[config.mk]
export PLATFORM = sky130hd
export DESIGN_NAME = code_lock
export DESIGN_NICKNAME = d
export VERILOG_FILES = /design/src/rtl/code_lock.sv
export SDC_FILE = /design/constraint.sdc
export NUM_CORES = 1
export LEC_CHECK = 0
export CAP_MARGIN = 15
export CORE_ASPECT_RATIO = 2
export CORE_MARGIN = 3
export CORE_UTILIZATION = 30
export DETAILED_ROUTE_END_ITERATION = 7
export HOLD_SLACK_MARGIN = 0.06
export SLEW_MARGIN = 20
export SYNTH_ARGS = -nofsm -noshare
export SYNTH_HDL_FRONTEND = slang
export SYNTH_SLANG_ARGS = --single-unit
[constraint.sdc]
create_clock -name clk -period 4.3 [get_ports clk]
set_clock_uncertainty 0.15 [all_clocks]
set_input_delay 0.645 -clock clk [delete_from_list [all_inputs] [get_ports clk]]
set_output_delay 0.645 -clock clk [all_outputs]
set_load 0.01 [all_outputs]
[src/rtl/code_lock.sv]
`default_nettype none
// +--------------------------------------------------------------------------+
// | Module   : code_lock                                                     |
// | Purpose  : Keypad combination lock with parametrised button count and    |
// |            code length. Features edge-detected presses, multi-press      |
// |            rejection, full-code compare, idle timeout, failed-attempt    |
// |            lockout and in-field reprogramming while open.                |
// | Ports    : clk, reset (async, active-high)                               |
// |            btn[NUM_BTN]  - synchronous button levels                     |
// |            prog_en       - reprogram request (honoured in OPEN only)     |
// |            unlock, green_led, red_led, locked_out - registered status    |
// |            fail_cnt      - consecutive wrong-code count                  |
// |            state_o       - IDLE=0 ENTRY=1 OPEN=2 ERROR=3 LOCKOUT=4 PROG=5|
// | Revision : 1.0 - initial release                                         |
// +--------------------------------------------------------------------------+
module code_lock #(
   parameter int NUM_BTN        = 4,
   parameter int CODE_LEN       = 4,
   parameter logic [CODE_LEN*((NUM_BTN > 1) ? $clog2(NUM_BTN) : 1)-1:0] CODE_INIT = 8'hD8,
   parameter int IDLE_TIMEOUT   = 10,
   parameter int UNLOCK_CYCLES  = 3,
   parameter int ERR_CYCLES     = 2,
   parameter int MAX_FAILS      = 3,
   parameter int LOCKOUT_CYCLES = 16
) (
   input  logic                             clk,
   input  logic                             reset,
   input  logic [NUM_BTN-1:0]               btn,
   input  logic                             prog_en,
   output logic                             unlock,
   output logic                             green_led,
   output logic                             red_led,
   output logic                             locked_out,
   output logic [$clog2(MAX_FAILS+1)-1:0]   fail_cnt,
   output logic [2:0]                       state_o
);

   localparam int BW  = (NUM_BTN > 1) ? $clog2(NUM_BTN) : 1;
   localparam int CW  = CODE_LEN * BW;
   localparam int PW  = $clog2(CODE_LEN + 1);
   localparam int FW  = $clog2(MAX_FAILS + 1);
   // One shared timer serves every dwell/timeout; size it for the longest.
   localparam int T_A  = (IDLE_TIMEOUT > UNLOCK_CYCLES) ? IDLE_TIMEOUT : UNLOCK_CYCLES;
   localparam int T_B  = (ERR_CYCLES > LOCKOUT_CYCLES) ? ERR_CYCLES : LOCKOUT_CYCLES;
   localparam int TMAX = (T_A > T_B) ? T_A : T_B;
   localparam int TW   = $clog2(TMAX + 1);

   typedef enum logic [2:0] {
      S_IDLE    = 3'd0,
      S_ENTRY   = 3'd1,
      S_OPEN    = 3'd2,
      S_ERROR   = 3'd3,
      S_LOCKOUT = 3'd4,
      S_PROG    = 3'd5
   } state_t;

   state_t              r_state;
   logic [TW-1:0]       r_tmr;
   logic [PW-1:0]       r_pos;
   logic                r_wrong;
   logic [CW-1:0]       r_entry;   // entry buffer, doubles as PROG shadow
   logic [CW-1:0]       r_code;
   logic [NUM_BTN-1:0]  r_btn_q;

   logic [NUM_BTN-1:0]  w_rise;
   logic                w_any, w_valid, w_bad;
   logic [BW-1:0]       w_digit;
   logic [CW-1:0]       w_ins;
   logic                w_last, w_match;
   logic [FW-1:0]       w_fail_inc;
   logic                w_go_idle, w_go_err, w_go_open;

   state_t              w_state_n;
   logic [TW-1:0]       w_tmr_n;
   logic [PW-1:0]       w_pos_n;
   logic                w_wrong_n;
   logic [CW-1:0]       w_entry_n;
   logic [CW-1:0]       w_code_n;
   logic [FW-1:0]       w_fail_n;
   logic                w_unlock_n, w_green_n, w_red_n, w_lock_n;

   // Press decode
   always_comb begin
      w_rise  = btn & ~r_btn_q;
      w_any   = |w_rise;
      w_valid = $onehot(w_rise);
      w_bad   = w_any & ~w_valid;
      w_digit = '0;
      for (int i = 0; i < NUM_BTN; i++) begin
         if (w_rise[i]) w_digit = BW'(i);
      end
      // Buffer with the current digit dropped into slot r_pos; the buffer is
      // always clear in IDLE, so the same path serves the first digit.
      w_ins = r_entry;
      for (int k = 0; k < CODE_LEN; k++) begin
         if (r_pos == PW'(k)) w_ins[k*BW +: BW] = w_digit;
      end
      w_last     = (r_pos == PW'(CODE_LEN - 1));
      w_match    = (w_ins == r_code) & ~r_wrong;
      w_fail_inc = (fail_cnt == FW'(MAX_FAILS)) ? fail_cnt : fail_cnt + FW'(1);
   end

   // Next-state logic
   always_comb begin
      w_state_n = r_state;
      w_tmr_n   = r_tmr;
      w_pos_n   = r_pos;
      w_wrong_n = r_wrong;
      w_entry_n = r_entry;
      w_code_n  = r_code;
      w_fail_n  = fail_cnt;
      w_go_idle = 1'b0;
      w_go_err  = 1'b0;
      w_go_open = 1'b0;

      case (r_state)
         S_IDLE, S_ENTRY: begin
            if (r_state == S_IDLE && w_bad) begin
               w_go_err = 1'b1;
            end else if (w_any) begin
               // An invalid press in ENTRY still consumes a digit slot.
               if (w_last) begin
                  if (w_valid && w_match) w_go_open = 1'b1;
                  else                    w_go_err  = 1'b1;
               end else begin
                  w_state_n = S_ENTRY;
                  w_tmr_n   = '0;
                  w_pos_n   = r_pos + PW'(1);
                  w_wrong_n = r_wrong | w_bad;
                  if (w_valid) w_entry_n = w_ins;
               end
            end else if (r_state == S_ENTRY) begin
               if (r_tmr == TW'(IDLE_TIMEOUT - 1)) w_go_idle = 1'b1;
               else                                 w_tmr_n   = r_tmr + TW'(1);
            end
         end
         S_OPEN: begin
            if (prog_en) begin
               w_state_n = S_PROG;
               w_tmr_n   = '0;
            end else if (r_tmr == TW'(UNLOCK_CYCLES - 1)) begin
               w_go_idle = 1'b1;
            end else begin
               w_tmr_n = r_tmr + TW'(1);
            end
         end
         S_PROG: begin
            if (w_bad) begin
               w_go_idle = 1'b1;
            end else if (w_valid) begin
               if (w_last) begin
                  w_code_n  = w_ins;
                  w_go_idle = 1'b1;
               end else begin
                  w_pos_n   = r_pos + PW'(1);
                  w_entry_n = w_ins;
                  w_tmr_n   = '0;
               end
            end else if (r_tmr == TW'(IDLE_TIMEOUT - 1)) begin
               w_go_idle = 1'b1;
            end else begin
               w_tmr_n = r_tmr + TW'(1);
            end
         end
         S_ERROR: begin
            if (r_tmr == TW'(ERR_CYCLES - 1)) begin
               if (fail_cnt == FW'(MAX_FAILS)) begin
                  w_state_n = S_LOCKOUT;
                  w_tmr_n   = '0;
               end else begin
                  w_go_idle = 1'b1;
               end
            end else begin
               w_tmr_n = r_tmr + TW'(1);
            end
         end
         S_LOCKOUT: begin
            if (r_tmr == TW'(LOCKOUT_CYCLES - 1)) begin
               w_fail_n  = '0;
               w_go_idle = 1'b1;
            end else begin
               w_tmr_n = r_tmr + TW'(1);
            end
         end
         default: w_go_idle = 1'b1;
      endcase

      // Every exit clears the entry buffer, keeping it empty in IDLE.
      if (w_go_idle || w_go_err || w_go_open) begin
         w_tmr_n   = '0;
         w_pos_n   = '0;
         w_wrong_n = 1'b0;
         w_entry_n = '0;
      end
      if (w_go_idle) w_state_n = S_IDLE;
      if (w_go_err) begin
         w_state_n = S_ERROR;
         w_fail_n  = w_fail_inc;
      end
      if (w_go_open) begin
         w_state_n = S_OPEN;
         w_fail_n  = '0;
      end

      // Outputs decoded from the next state so they move on the same edge.
      w_unlock_n = (w_state_n == S_OPEN);
      w_green_n  = (w_state_n == S_OPEN) |
                   ((w_state_n == S_PROG) & ((r_state != S_PROG) | ~green_led));
      w_red_n    = (w_state_n == S_ERROR) |
                   ((w_state_n == S_LOCKOUT) & ~w_tmr_n[0]);
      w_lock_n   = (w_state_n == S_LOCKOUT);
   end

   always_ff @(posedge clk or posedge reset) begin
      if (reset) begin
         r_state    <= S_IDLE;
         r_tmr      <= '0;
         r_pos      <= '0;
         r_wrong    <= 1'b0;
         r_entry    <= '0;
         r_code     <= CODE_INIT;
         r_btn_q    <= '0;
         fail_cnt   <= '0;
         unlock     <= 1'b0;
         green_led  <= 1'b0;
         red_led    <= 1'b0;
         locked_out <= 1'b0;
      end else begin
         r_state    <= w_state_n;
         r_tmr      <= w_tmr_n;
         r_pos      <= w_pos_n;
         r_wrong    <= w_wrong_n;
         r_entry    <= w_entry_n;
         r_code     <= w_code_n;
         r_btn_q    <= btn;
         fail_cnt   <= w_fail_n;
         unlock     <= w_unlock_n;
         green_led  <= w_green_n;
         red_led    <= w_red_n;
         locked_out <= w_lock_n;
      end
   end

   assign state_o = r_state;

endmodule
`default_nettype wire

==> results.md, run 1 <==
* WL final at 7004 microns
* Cell Area, Synth at 2590 sq um
* WP data required at 4.32 ns
* Ys flop type: dfrtp_1
* Worst Path Max Fanout at 2
* Hold Path Cell Cnt at 2
* Sequential share of the synthesized area at 0.3691
* P_leak at 1.371 nW
* Avg Cell Area, Syn at 8.840 sq um
* Vias at 2297
* Antenna violations before repair at 0
* GRT met2 Usage at 0.2997
* CP endpoint kind: register
* Max-slew violation count at 0
* CTS tree: done
* Critical Path Most Common Cell: ha_1
* Setup-failing EPs final at 0
* Share of post-route cells with drive strength above 1 at 0.1223
* GR peak layer: met2
* Crit Path Category: in2reg
* CP Launch Type: primary input
* Hold Path Origin: r_code[4]
* Commonest non-fill, non-tap cell in the layout: dfrtp_1
* Final setup TNS at 0 ns
* Crit path cell chain: clkdlybuf4s50_1 -> nor2b_1 -> ha_1 -> xnor2_1 -> ha_1 -> ha_1 -> or3b_1 -> o31ai_1 -> o32ai_2 -> a2111oi_4 -> o2111ai_2 -> a22oi_4 -> mux2_1
* Hold Fails Final Rpt at 0
* Post-CTS Hold Buffers at 0
* Max Cap Viol at 0
* Clk pin slew, worst setup/hold paths at 0.06 ns
* Slowest CP cell: clkdlybuf4s50_1
* Clk Latency, worst-skew pair at 0.29 ns
* Outcome: completed
* First-pass GRT wire length at 11340 microns
* FF-to-FF setup slack at 0.79 ns
* Vias in the first global route at 2319
* Most frequent cells in the layout: 34 x dfrtp_1, 30 x nor2_1, 23 x nand2_1
* Slowest Stage Delay on Critical Path at 0.47 ns
* # clock sinks at 38
* Die area at 9852 sq um
* Worst R2R Start: r_btn_q[0]
* CP Data Arrival Time at 4.03 ns
* Post-Syn Instances at 293
* Drt first pass iters at 4
* # Post-CTS Setup Buffers at 0
* CTS buffer count at 5
* Minimum clock period after layout at 4.011 ns
* I/O pins at 16
* Worst Hold End: r_code[4]
* CTS root buf: clkbuf_16
* Worst slack at placement at -0.01578 ns
* Core area at 8351 sq um
* Fin nets at 340
* WL per Instance at 16.80 microns
* Antenna Nets Post-Route at 0
* Area growth, synth to finish at 19.42%
* Pwr dens at 639.2 nW/um^2
* Yosys reg bits at 38
* Fill cells at 860
* Global placement routability congestion at 0.9422
* Final critical-path share of the clock period at 0.9327
* Final HPWL DP at 5440 microns
* FF-to-FF path depth at 12
* Drt first-iter violations at 122
* H-Tree Depth at 2
* Initial core utilization at 0.3102
* Post_cts resized at 0
* Peak supply drop at 0.2073 mV
* Slew headroom at 0.5157
* Worst min-delay path class: reg2reg
* Achievable Freq at 0.2493 GHz
* Yosys warns at 0
* Post-layout worst setup margin at 0.2894 ns
* GRT met3 Usage at 0.01753
* CTS Buffer Depth at 2
* Worst-Margin Slew at 0.7171 ns
* Distinct cells, synth at 60
* Vias per std cell at 5.508
* RSZ-0062 raised after global routing: no
* Gr ovfl total at 0
* GRT Total Usage at 0.1507
* Largest net degree at the start of global routing at 39
* Num rows at 47
* Die height at 137.4 microns
* Port Buffer Count at 15
* EDFF count, synth at 0
* Horiz. Die Dim at 71.70 microns
* Global-route met1 utilization at 0.1401
* Post-synth ARST share at 1.000
* Critical R2R Capture: green_led
* Number of remaining DRC errors at 0
* Mapped Nets at 315
* # diodes at 0
## cells in the mapped netlist (5+ instances only)
cell type  count  area [sq um]
mux2i_1        7         70.07
ha_1          15         187.7
o21ai_0       16         80.08
inv_1         19         71.32
or3_1          9         56.30
nor2_1        30         112.6
nor3_1        13         65.06
nand3_1        8         40.04
dfrtp_1       34         850.8
nor2b_1        9         56.30
clkbuf_1       8         30.03
a21oi_1        7         35.03
nand2b_1       9         56.30
o31ai_1        8         60.06
nand2_1       23         86.33
a211oi_1       5         37.54
## report_power, final
group	internal, mW	switching [mW]	total (mW)
sequential	0.438	0.128	0.566
combinational	0.476	0.558	1.03
clock	0.229	0.148	0.377
## registers in the layout, summed over array words and instances, names as in the netlist, 2 cells and up
register,cells
fail_cnt,2
r_code,8
state_o,3
r_pos,3
r_tmr,5
r_btn_q,4
r_entry,8
## routing by layer
metal,up-vias,routed length (microns)
li1,1117,-
met1,1115,2414
met2,45,4127
met3,20,139
met4,0,322
met5,-,0
## logic make-up (layout without fill, tap and decap cells)
family	Yosys count	after routing	synth area share
AO/OA/AOI/OAI	68	68	0.2039
buffers and inverters	33	59	0.04976
multiplexers	10	10	0.04010
XOR/XNOR	3	3	0.01015
flip-flops	38	38	0.3691
adder cells (fa/ha/maj)	15	15	0.07246
AND/OR/NAND/NOR	126	126	0.2546
## area by class of cell
type                    count  area [sq um]  area share
multi-input cells         222          1505      0.4866
flip-flops and latches     38         955.9      0.3091
repair buffers             31         282.8     0.09142
clock buffers               6         138.9     0.04490
well taps                  98         122.6     0.03964
inverters                  20         75.07     0.02427
clock inverters             2         12.51    0.004045
## stage by stage
| stage | instances | hold slack [ns] | power (mW) | utilization | area, sq um |
|---|---|---|---|---|---|
| final | 417 | 0.3393 | 1.977 | 0.3704 | 3093 |
| after detailed placement | 409 | 0.3348 | 1.604 | 0.3523 | 2942 |
| after CTS | 417 | 0.3432 | 1.991 | 0.3704 | 3093 |
| after global routing | 417 | 0.3680 | 2.115 | 0.3704 | 3093 |
| after floorplan | 293 | 0.3071 | 1.227 | - | 2590 |
| after global placement | 409 | 0.3194 | 1.577 | 0.3523 | 2942 |
## worst max-delay path by stage
stage | endpoint | start | depth (start not counted) | slack [ns]
floorplan | green_led | btn[1] | 13 | 0.33
global placement | green_led | btn[1] | 13 | 0.02
detailed placement | green_led | btn[0] | 13 | -0.02
CTS | green_led | btn[0] | 13 | 0.28
global route | green_led | btn[0] | 13 | 0.07
finish | green_led | btn[0] | 13 | 0.29
## worst max-delay path, delay by kind of cell
family,cells,cell delay [ns]
AND/OR/NAND/NOR,2,0.61
XOR/XNOR,1,0.14
AO/OA/AOI/OAI,5,1.07
multiplexers,1,0.33
buffers and inverters,1,0.47
adder cells (fa/ha/maj),3,0.77
Note: power is estimated with default switching activity, not from simulation.
==> run 2: changes to the inputs <==
- clock period: 4.3 -> 4.7 ns (I/O delays scaled with it)
==> run 2 against run 1 <==
Effect of this change: utilization is 0.70 points lower; flip-flop and latch count stayed put; via count is 0.13% higher; non-clock buffer count is 5 lower; hold slack worse by 0.012 ns; clock power is 12% lower; first-iteration DRC count is 36% higher; total power is 13% lower; clock-buffer cell count stayed put; critical endpoint unchanged; largest cell class unchanged.
==> results.md, run 2 (same netlist as run 1, synthesis figures left out) <==
* Outcome: completed
* WP data required at 4.72 ns (+0.40 ns)
* GRT Total Usage at 0.1552 (+0.004443)
* Gr ovfl total at 0 (unchanged)
* CP top delay family: compound AO/OA/AOI/OAI gates
* CTS root buf: clkbuf_16
* Global placement routability congestion at 0.8748 (-7.2%)
* Drt first-iter violations at 166 (+36%)
* Worst path depth at 13 (unchanged)
* WL final at 7030 microns (+0.37%)
* Achievable Freq at 0.2368 GHz
* Slew headroom at 0.5184 (+0.002771)
* CP Launch Type: primary input
* Num rows at 47 (unchanged)
* Share of post-route cells with drive strength above 1 at 0.1051 (-0.01716)
* Worst setup path endpoint: green_led
* Register area at 955.9 sq um (unchanged)
* Crit path cell chain: clkdlybuf4s50_1 -> nor2b_1 -> ha_1 -> xnor2_1 -> ha_1 -> ha_1 -> or3b_1 -> o31ai_1 -> o32ai_2 -> a2111oi_4 -> o2111ai_2 -> a22oi_4 -> mux2_1
* Number of remaining DRC errors at 0 (unchanged)
* Hold WS at 0.3272 ns (-0.01211 ns)
* WP buf/inv at 1 (unchanged)
* Critical Path Most Common Cell: ha_1
* Net Sw Frac at 0.4322 (+0.01073)
* Biggest regs: r_code x8, r_entry x8, r_tmr x5
* Worst-Margin Slew at 0.7123 ns (-0.004811 ns)
* Post_cts resized at 0 (unchanged)
* # Post-CTS Setup Buffers at 0 (unchanged)
* Hold Fails Final Rpt at 0 (unchanged)
* Drt first pass iters at 4 (unchanged)
* Slowest Stage Delay on Critical Path at 0.48 ns (about the same)
* Vias at 2300 (+0.13%)
* Critical R2R Capture: green_led
* CTS buffer count at 5 (unchanged)
* CP Data Arrival Time at 4.24 ns (+0.21 ns)
* I/O pins at 16 (unchanged)
* Final HPWL DP at 5461 microns (+0.38%)
* Sequential group share of total power at 0.300 (+0.014)
* Fill cells at 882 (+2.6%)
* Clock power share at 0.193 (+0.002)
* Initial core utilization at 0.3102 (unchanged)
* Vias in the first global route at 2325 (+0.26%)
* Slowest CP cell: or3b_1
* Minimum clock period after layout at 4.223 ns
* Max Cap Viol at 0 (unchanged)
* Internal power at 979.7 uW (-14%)
* Post-CTS Hold Buffers at 0 (unchanged)
* FF-to-FF path depth at 12 (unchanged)
* Die area at 9852 sq um (unchanged)
* Total Power at 1.726 mW (-13%)
* Switch Pwr at 745.8 uW (-10%)
* Crit path launch: btn[0]
* Commonest non-fill, non-tap cell in the layout: dfrtp_1
* Area growth, synth to finish at 17.15%
* Worst Path Max Fanout at 5 (+3)
* Comb pwr share at 0.507 (-0.016)
* Die height at 137.4 microns (unchanged)
* Largest net degree at the start of global routing at 39 (unchanged)
* Worst slack at placement at 0.1493 ns (+0.1651 ns)
* Vias per std cell at 5.583 (+1.3%)
* CP endpoint kind: register
* CTS tree: done
* Most frequent cells in the layout: 34 x dfrtp_1, 30 x nor2_1, 23 x nand2_1
* Port Buffer Count at 15 (unchanged)
* Post-layout worst setup margin at 0.4773 ns (+0.1879 ns)
* Crit Path Category: in2reg
* WL per Instance at 17.06 microns (+1.6%)
* Core area at 8351 sq um (unchanged)
* FF-to-FF setup slack at 1.02 ns (+0.23 ns)
* Antenna Nets Post-Route at 0 (unchanged)
* Final critical-path share of the clock period at 0.8984
* Setup-failing EPs final at 0 (unchanged)
* H-Tree Depth at 2 (unchanged)
* P_leak at 1.340 nW (-2.2%)
* Horiz. Die Dim at 71.70 microns (unchanged)
* # diodes at 0 (unchanged)
* Final setup TNS at 0 ns (unchanged)
* Multi-input gate area at 1505 sq um (unchanged)
* RSZ-0062 raised after global routing: no
* Clk pin slew, worst setup/hold paths at 0.06 ns (about the same)
* First-pass GRT wire length at 11680 microns (+3.0%)
* Worst R2R Start: r_btn_q[0]
* Fin nets at 335 (-1.5%)
* Peak supply drop at 0.2159 mV (+4.1%)
* Max-slew violation count at 0 (unchanged)
* Worst min-delay path class: reg2reg
* Pwr dens at 568.7 nW/um^2 (-11%)
* Antenna violations before repair at 0 (unchanged)
* # clock sinks at 38 (unchanged)
* CTS Buffer Depth at 2 (unchanged)
* Clk Latency, worst-skew pair at 0.29 ns (about the same)
-- run 2: worst min-delay path, delay by kind of cell, from the launching register on --
kind / cells / cell delay [ns]
compound gates: 1 / 0.06
flops: 1 / 0.37
simple gates: 1 / 0.05
-- run 2: how the worst min path moves through the flow --
stage	depth (start not counted)	slack [ns]	endpoint	from
floorplan	2	0.31	r_code[4]	r_code[4]
global placement	2	0.32	r_code[4]	r_code[4]
detailed placement	2	0.32	r_code[4]	r_code[4]
CTS	2	0.33	r_code[4]	r_code[4]
global route	2	0.35	r_code[4]	r_code[4]
finish	2	0.33	r_code[4]	r_code[4]
-- run 2: layout make-up --
type | instances | area share
multi-input cells | 222 | 0.4961
flip-flops and latches | 38 | 0.3151
repair buffers | 26 | 0.07670
clock buffers | 6 | 0.04247
well taps | 98 | 0.04041
inverters | 20 | 0.02474
clock inverters | 2 | 0.004536
-- run 2: per-layer routing --
| layer | track usage | share of wire |
|---|---|---|
| met1 | 0.1481 | 0.35 |
| met2 | 0.3043 | 0.58 |
| met3 | 0.01753 | 0.023 |
| met4 | 0.09310 | 0.050 |
| met5 | 0 | 0 |
-- run 2: power groups by stage --
stage	registers (mW)	logic [mW]	clock network [mW]
floorplan	0.470	0.652	0
global placement	0.520	0.854	0
detailed placement	0.522	0.868	0
CTS	0.516	0.875	0.342
global route	0.532	0.965	0.355
finish	0.518	0.875	0.333
-- run 2: per-stage QoR --
step / util / instance area (sq um) / cells
after global placement: 0.3463 / 2892 / 404
after floorplan: - / 2590 / 293
after global routing: 0.3634 / 3034 / 412
final: 0.3634 / 3034 / 412
after CTS: 0.3634 / 3034 / 412
after detailed placement: 0.3463 / 2892 / 404
